## src/rtl/ft_recovery_unit.sv

```systemverilog
// Lockstep recovery: golden shadow RF + PC, replayed into both cores on error.
// All outputs are registered from the next-state logic.
module ft_recovery_unit #(
  parameter int ADDR_WIDTH = 5,
  parameter int DATA_WIDTH = 32
) (
  input  logic                  clk_i,
  input  logic                  rst_ni,
  input  logic                  error_i,
  input  logic                  we_i,
  input  logic [ADDR_WIDTH-1:0] addr_i,
  input  logic [DATA_WIDTH-1:0] data_i,
  input  logic                  pc_valid_i,
  input  logic [DATA_WIDTH-1:0] pc_i,
  output logic                  halt_o,
  output logic                  rf_we_o,
  output logic [ADDR_WIDTH-1:0] rf_addr_o,
  output logic [DATA_WIDTH-1:0] rf_data_o,
  output logic                  pc_restore_o,
  output logic [DATA_WIDTH-1:0] pc_o,
  output logic                  busy_o,
  output logic [7:0]            recovery_count_o
);

  localparam int DEPTH = 2 ** ADDR_WIDTH;
  localparam logic [ADDR_WIDTH-1:0] LAST = '1;

  typedef enum logic [1:0] {
    IDLE,
    HALT,
    RESTORE,
    PCRST
  } state_t;

  state_t state_q, state_d;

  logic [ADDR_WIDTH-1:0] cnt_q, cnt_d;
  logic [DATA_WIDTH-1:0] shadow_q [DEPTH];
  logic [DATA_WIDTH-1:0] gpc_q;

  logic                  capture;
  logic                  rf_we_d;
  logic [ADDR_WIDTH-1:0] rf_addr_d;
  logic [DATA_WIDTH-1:0] rf_data_d;
  logic                  pc_restore_d;
  logic [DATA_WIDTH-1:0] pc_d;
  logic [7:0]            count_d;

  assign capture = (state_q == IDLE) && !error_i;

  always_comb begin
    state_d      = state_q;
    cnt_d        = cnt_q;
    rf_we_d      = 1'b0;
    rf_addr_d    = '0;
    pc_restore_d = 1'b0;
    pc_d         = '0;
    count_d      = recovery_count_o;
    unique case (state_q)
      IDLE: begin
        if (error_i) state_d = HALT;
      end
      HALT: begin
        state_d   = RESTORE;
        cnt_d     = ADDR_WIDTH'(1);
        rf_we_d   = 1'b1;
        rf_addr_d = ADDR_WIDTH'(1);
      end
      RESTORE: begin
        // cnt_q is the address on the outputs this cycle
        if (cnt_q == LAST) begin
          state_d      = PCRST;
          pc_restore_d = 1'b1;
          pc_d         = gpc_q;
          if (recovery_count_o != 8'hFF)
            count_d = recovery_count_o + 8'd1;
        end else begin
          cnt_d     = cnt_q + ADDR_WIDTH'(1);
          rf_we_d   = 1'b1;
          rf_addr_d = cnt_q + ADDR_WIDTH'(1);
        end
      end
      PCRST: begin
        state_d = IDLE;
        cnt_d   = '0;
      end
      default: state_d = IDLE;
    endcase
    rf_data_d = rf_we_d ? shadow_q[rf_addr_d] : '0;
  end

  always_ff @(posedge clk_i or negedge rst_ni) begin
    if (!rst_ni) begin
      state_q          <= IDLE;
      cnt_q            <= '0;
      halt_o           <= 1'b0;
      busy_o           <= 1'b0;
      rf_we_o          <= 1'b0;
      rf_addr_o        <= '0;
      rf_data_o        <= '0;
      pc_restore_o     <= 1'b0;
      pc_o             <= '0;
      recovery_count_o <= '0;
    end else begin
      state_q          <= state_d;
      cnt_q            <= cnt_d;
      halt_o           <= (state_d != IDLE);
      busy_o           <= (state_d != IDLE);
      rf_we_o          <= rf_we_d;
      rf_addr_o        <= rf_addr_d;
      rf_data_o        <= rf_data_d;
      pc_restore_o     <= pc_restore_d;
      pc_o             <= pc_d;
      recovery_count_o <= count_d;
    end
  end

  // Entry 0 is never written, so it stays at its reset value of 0
  always_ff @(posedge clk_i or negedge rst_ni) begin
    if (!rst_ni) begin
      for (int i = 0; i < DEPTH; i++) shadow_q[i] <= '0;
      gpc_q <= '0;
    end else begin
      if (capture && we_i && addr_i != '0)
        shadow_q[addr_i] <= data_i;
      if (capture && pc_valid_i)
        gpc_q <= pc_i;
    end
  end

endmodule

```

## config.mk

```make
export PLATFORM = sky130hd
export DESIGN_NAME = ft_recovery_unit
export DESIGN_NICKNAME = d
export VERILOG_FILES = /design/src/rtl/ft_recovery_unit.sv
export SDC_FILE = /design/constraint.sdc
export NUM_CORES = 2
export LEC_CHECK = 0
export CAP_MARGIN = 20
export CORE_MARGIN = 1.5
export CORE_UTILIZATION = 50
export CTS_BUF_LIST = sky130_fd_sc_hd__clkbuf_8 sky130_fd_sc_hd__clkbuf_16
export CTS_CLUSTER_SIZE = 14
export DETAILED_ROUTE_END_ITERATION = 8
export PLACE_DENSITY = 0.7
export RECOVER_POWER = 25
export SLEW_MARGIN = 20
export SYNTH_ARGS = -nofsm -noshare
export SYNTH_HDL_FRONTEND = slang
export SYNTH_SLANG_ARGS = --single-unit
```

## constraint.sdc

```tcl
create_clock -name clk_i -period 2.9 [get_ports clk_i]
set_input_delay 0.725 -clock clk_i [delete_from_list [all_inputs] [get_ports clk_i]]
set_output_delay 0.725 -clock clk_i [all_outputs]
set_load 0.02 [all_outputs]
```

==> reports/qor.yml <==
worst_setup_path:
  slowest_delay_ns: 0.40
  worstSetupPathType: "reg -> reg"
  cp.required_ns: 3.43
  endpoint_kind: "flop"
  crit_path_frequent_cell: "buf_6"
  cp-start-kind: "flop"
  cp.arrival_ns: 3.53
  crit_slowest_cell: "dfrtp_1"
  crit_fanout: 6
  path_cells: "ha_2, and3_4, ha_4, buf_6, buf_6, nand4b_1, buf_12, inv_6, buf_4, mux4_2, a22oi_2, nand4_1"
drt:
  vias: 30850
  initialDrtViolationCount: 2523
  drc: 0
  first_pass_iters: 6
  viasPerCell: 6.181
  ant_nets: 0
  routedWlPerCell_um: 28.16
  routed_wl_um: 140500
grt:
  grt_overflow: 0
  grt_usage: 0.2769
  antenna_found_initial: 1
  grt_max_degree: 94
  grt_pass1_wl_um: 213300
  grt_pass1_vias: 33400
cts:
  clkTransAtPathRegs_ns: 0.06
  cts_tree: "built"
  clk_latency_ns: 0.72
  root_buffer: "clkbuf_16"
  htree_levels: 3
  clk_path_buf_depth: 3
  cts_buffers: 115
  cts_sinks: 1143
logic_synthesis:
  ys_async_sr_fraction: 1.000
  ys.flop_type: "dfrtp_1"
  syn_nets: 3323
  yosysTopAreaCellShare: 0.5740
  synth_cell_types: 48
  ys_seq_area_frac: 0.5740
  yosys-top-cells-count: "dfrtp_1, mux2_2, mux4_2"
  ys_top_cells_by_area: "dfrtp_1, mux2_2, mux4_2"
  synth_edf_count: 0
  syn_area_mm2: 0.04983
  ys_warn_count: 0
  netlist_instances: 3241
  syn_avg_cell_area_um2: 15.38
  synth-seq-cells: 1143
  synth.most_common_cell: "dfrtp_1"
  synth_area_leader_cell: "dfrtp_1"
die:
  initial_core_util: 0.5056
  die_w_um: 318.7
  die_h_um: 318.7
  row_count: 115
  coreArea_mm2: 0.09856
  die_area_mm2: 0.1016
  io_pins: 155
placed_design:
  placement.io_buffers: 154
  dp_hpwl_um: 85460
  gp_congestion: 0.8596
final_layout:
  area_delta_synth_final_pct: 23.31
  fill_cells: 7012
  drive_gt1_frac: 0.5369
  num-nets-final: 3686
  fin_util: 0.6234
timing:
  fmax_mhz: 333.3
  relSlewSlack: -0.4057
  hold_viol_final: 0
  setup_viol: 19
  rsz0062_at_grt: "yes"
  setup_ws_ns: -0.1002
  period_share: 1.035
  min_period_ns: 3.000
  finalSetupTns_ns: -0.6822
  tightest_slew_ns: 2.109
  clock_skew_ns: 0.01581
  slew_violations: 48
worst_hold_path:
  hold_class: "reg -> reg"
pwr:
  power_per_cell_area_mw_per_mm2: 779.0
  p_leak_nw: 28.80
  ir_drop_v: 0.0005193
run_status:
  status: "complete, but fails checks"
  violations: "max-capacitance violations, max-slew violations, negative setup slack"
flow_run:
  maxCapViolations: 1
[layout by cell type, fill, tap and decap left out, types with 6 or more instances in the layout]
cell type           n
dfrtp_1          1143
mux2_2           1019
buf_4             235
mux4_2            219
clkdlybuf4s50_1   153
clkbuf_16         121
buf_12             97
a22oi_2            78
nand2_1            62
and3_1             56
a22oi_1            38
clkbuf_8           38
inv_1              28
buf_16             28
clkinv_2           27
a21oi_1            24
o211ai_1           24
nand4_1            22
o21ai_0            21
a211oi_1           21
buf_6              20
clkbuf_1           20
nand2_2            15
nor2_4             15
nand3_1            13
mux2i_1            13
or3_1              10
o21ai_1             9
nor2_1              8
inv_16              6
mux2_1              6
bufinv_16           6
clkbuf_2            6
[critical path, delay by kind of cell (launching register included)]
| kind | cells | cell delay (ns) |
|---|---|---|
| buffers and inverters | 5 | 0.83 |
| muxes | 1 | 0.34 |
| and+or+nand+nor | 3 | 0.60 |
| adders and majority gates | 2 | 0.36 |
| DFF | 1 | 0.40 |
| AOI/OAI and AO/OA | 1 | 0.27 |
[routing by layer]
metal | track usage | vias to the layer above | part of all wire
met3 | 0.04331 | 258 | 0.057
met5 | 0 | - | 0
met2 | 0.4508 | 1010 | 0.49
met1 | 0.3816 | 16890 | 0.42
li1 | - | 12690 | -
met4 | 0.09219 | 0 | 0.032
[cell families after synthesis]
group                      synth area share
xor gates and xnor gates           0.001406
AOI/OAI and AO/OA                   0.03232
muxes                                0.3334
and+or+nand+nor                     0.02541
buffers and inverters               0.03146
DFF                                  0.5740
adders and majority gates          0.002009
[area by class of cell]
class	instances	area, um^2	share of cell area
clock inverter	63	580.6	0.009448
timing repair buffer	576	6694	0.1089
multi-input combinational	1752	20380	0.3316
antenna	1	2.502	0.00004072
clock buffer	153	3401	0.05535
timing repair inverter	6	98.84	0.001609
inverter	10	80.08	0.001303
tap	1287	1610	0.02621
sequential	1143	28600	0.4655
[path summary, 6_finish.rpt]
check | startpoint | endpoint | slack, ns | depth (start not counted)
setup / recovery | cnt_q[0] | rf_data_o[20] | -0.10 | 12
hold / removal | shadow_q[1012] | shadow_q[1012] | 0.37 | 0
setup reg to reg | cnt_q[0] | rf_data_o[20] | -0.10 | 12
hold reg to reg | shadow_q[1012] | shadow_q[1012] | 0.37 | 0
max in group asynchronous | rst_ni | shadow_q[147] | 0.27 | 2
min in group asynchronous | rst_ni | shadow_q[233] | 0.64 | 1
[metrics by stage]
| step | power [W] | setup slack [ns] | cell area, um^2 | hold WS, ns | std cells |
|---|---|---|---|---|---|
| 2_1_floorplan | 0.02635 | 0.01502 | 49830 | 0.4246 | 3241 |
| 3_3_place_gp | 0.02927 | -0.5865 | 55170 | 0.3604 | 4658 |
| 3_5_place_dp | 0.02985 | -0.3583 | 55190 | 0.3632 | 4659 |
| 4_1_cts | 0.04762 | -0.06512 | 60960 | 0.01696 | 4954 |
| 5_1_grt | 0.04974 | -0.1693 | 61440 | 0.3846 | 4990 |
| 6_report | 0.04787 | -0.1002 | 61450 | 0.3734 | 4991 |
[registers in the layout, summed over array words and instances (netlist names)]
signal and count:
shadow_q 1024, gpc_q 32, pc_o 32, rf_data_o 32
recovery_count_o 8, cnt_q 5, rf_addr_o 5, state_q 2
busy_o 1, pc_restore_o 1, rf_we_o 1
[where the power goes]
| group | switching [W] | internal, W | total (W) | leakage (nW) |
|---|---|---|---|---|
| registers | 0.00134 | 0.0185 | 0.0198 | 15.6 |
| logic | 0.00551 | 0.00721 | 0.0127 | 11.2 |
| clock network | 0.00652 | 0.00879 | 0.0153 | 2.06 |
[what timing repair did]
| action | in CTS | in global routing |
|---|---|---|
| cloned | 25 | 8 |
| pin swaps | 33 | 46 |
| hold buffers | 0 | 0 |
| setup endpoints to repair | 32 | 32 |
| resized for setup | 138 | 65 |
| buffers inserted | 57 | 33 |
No activity file was read; power rests on OpenSTA's default activity.
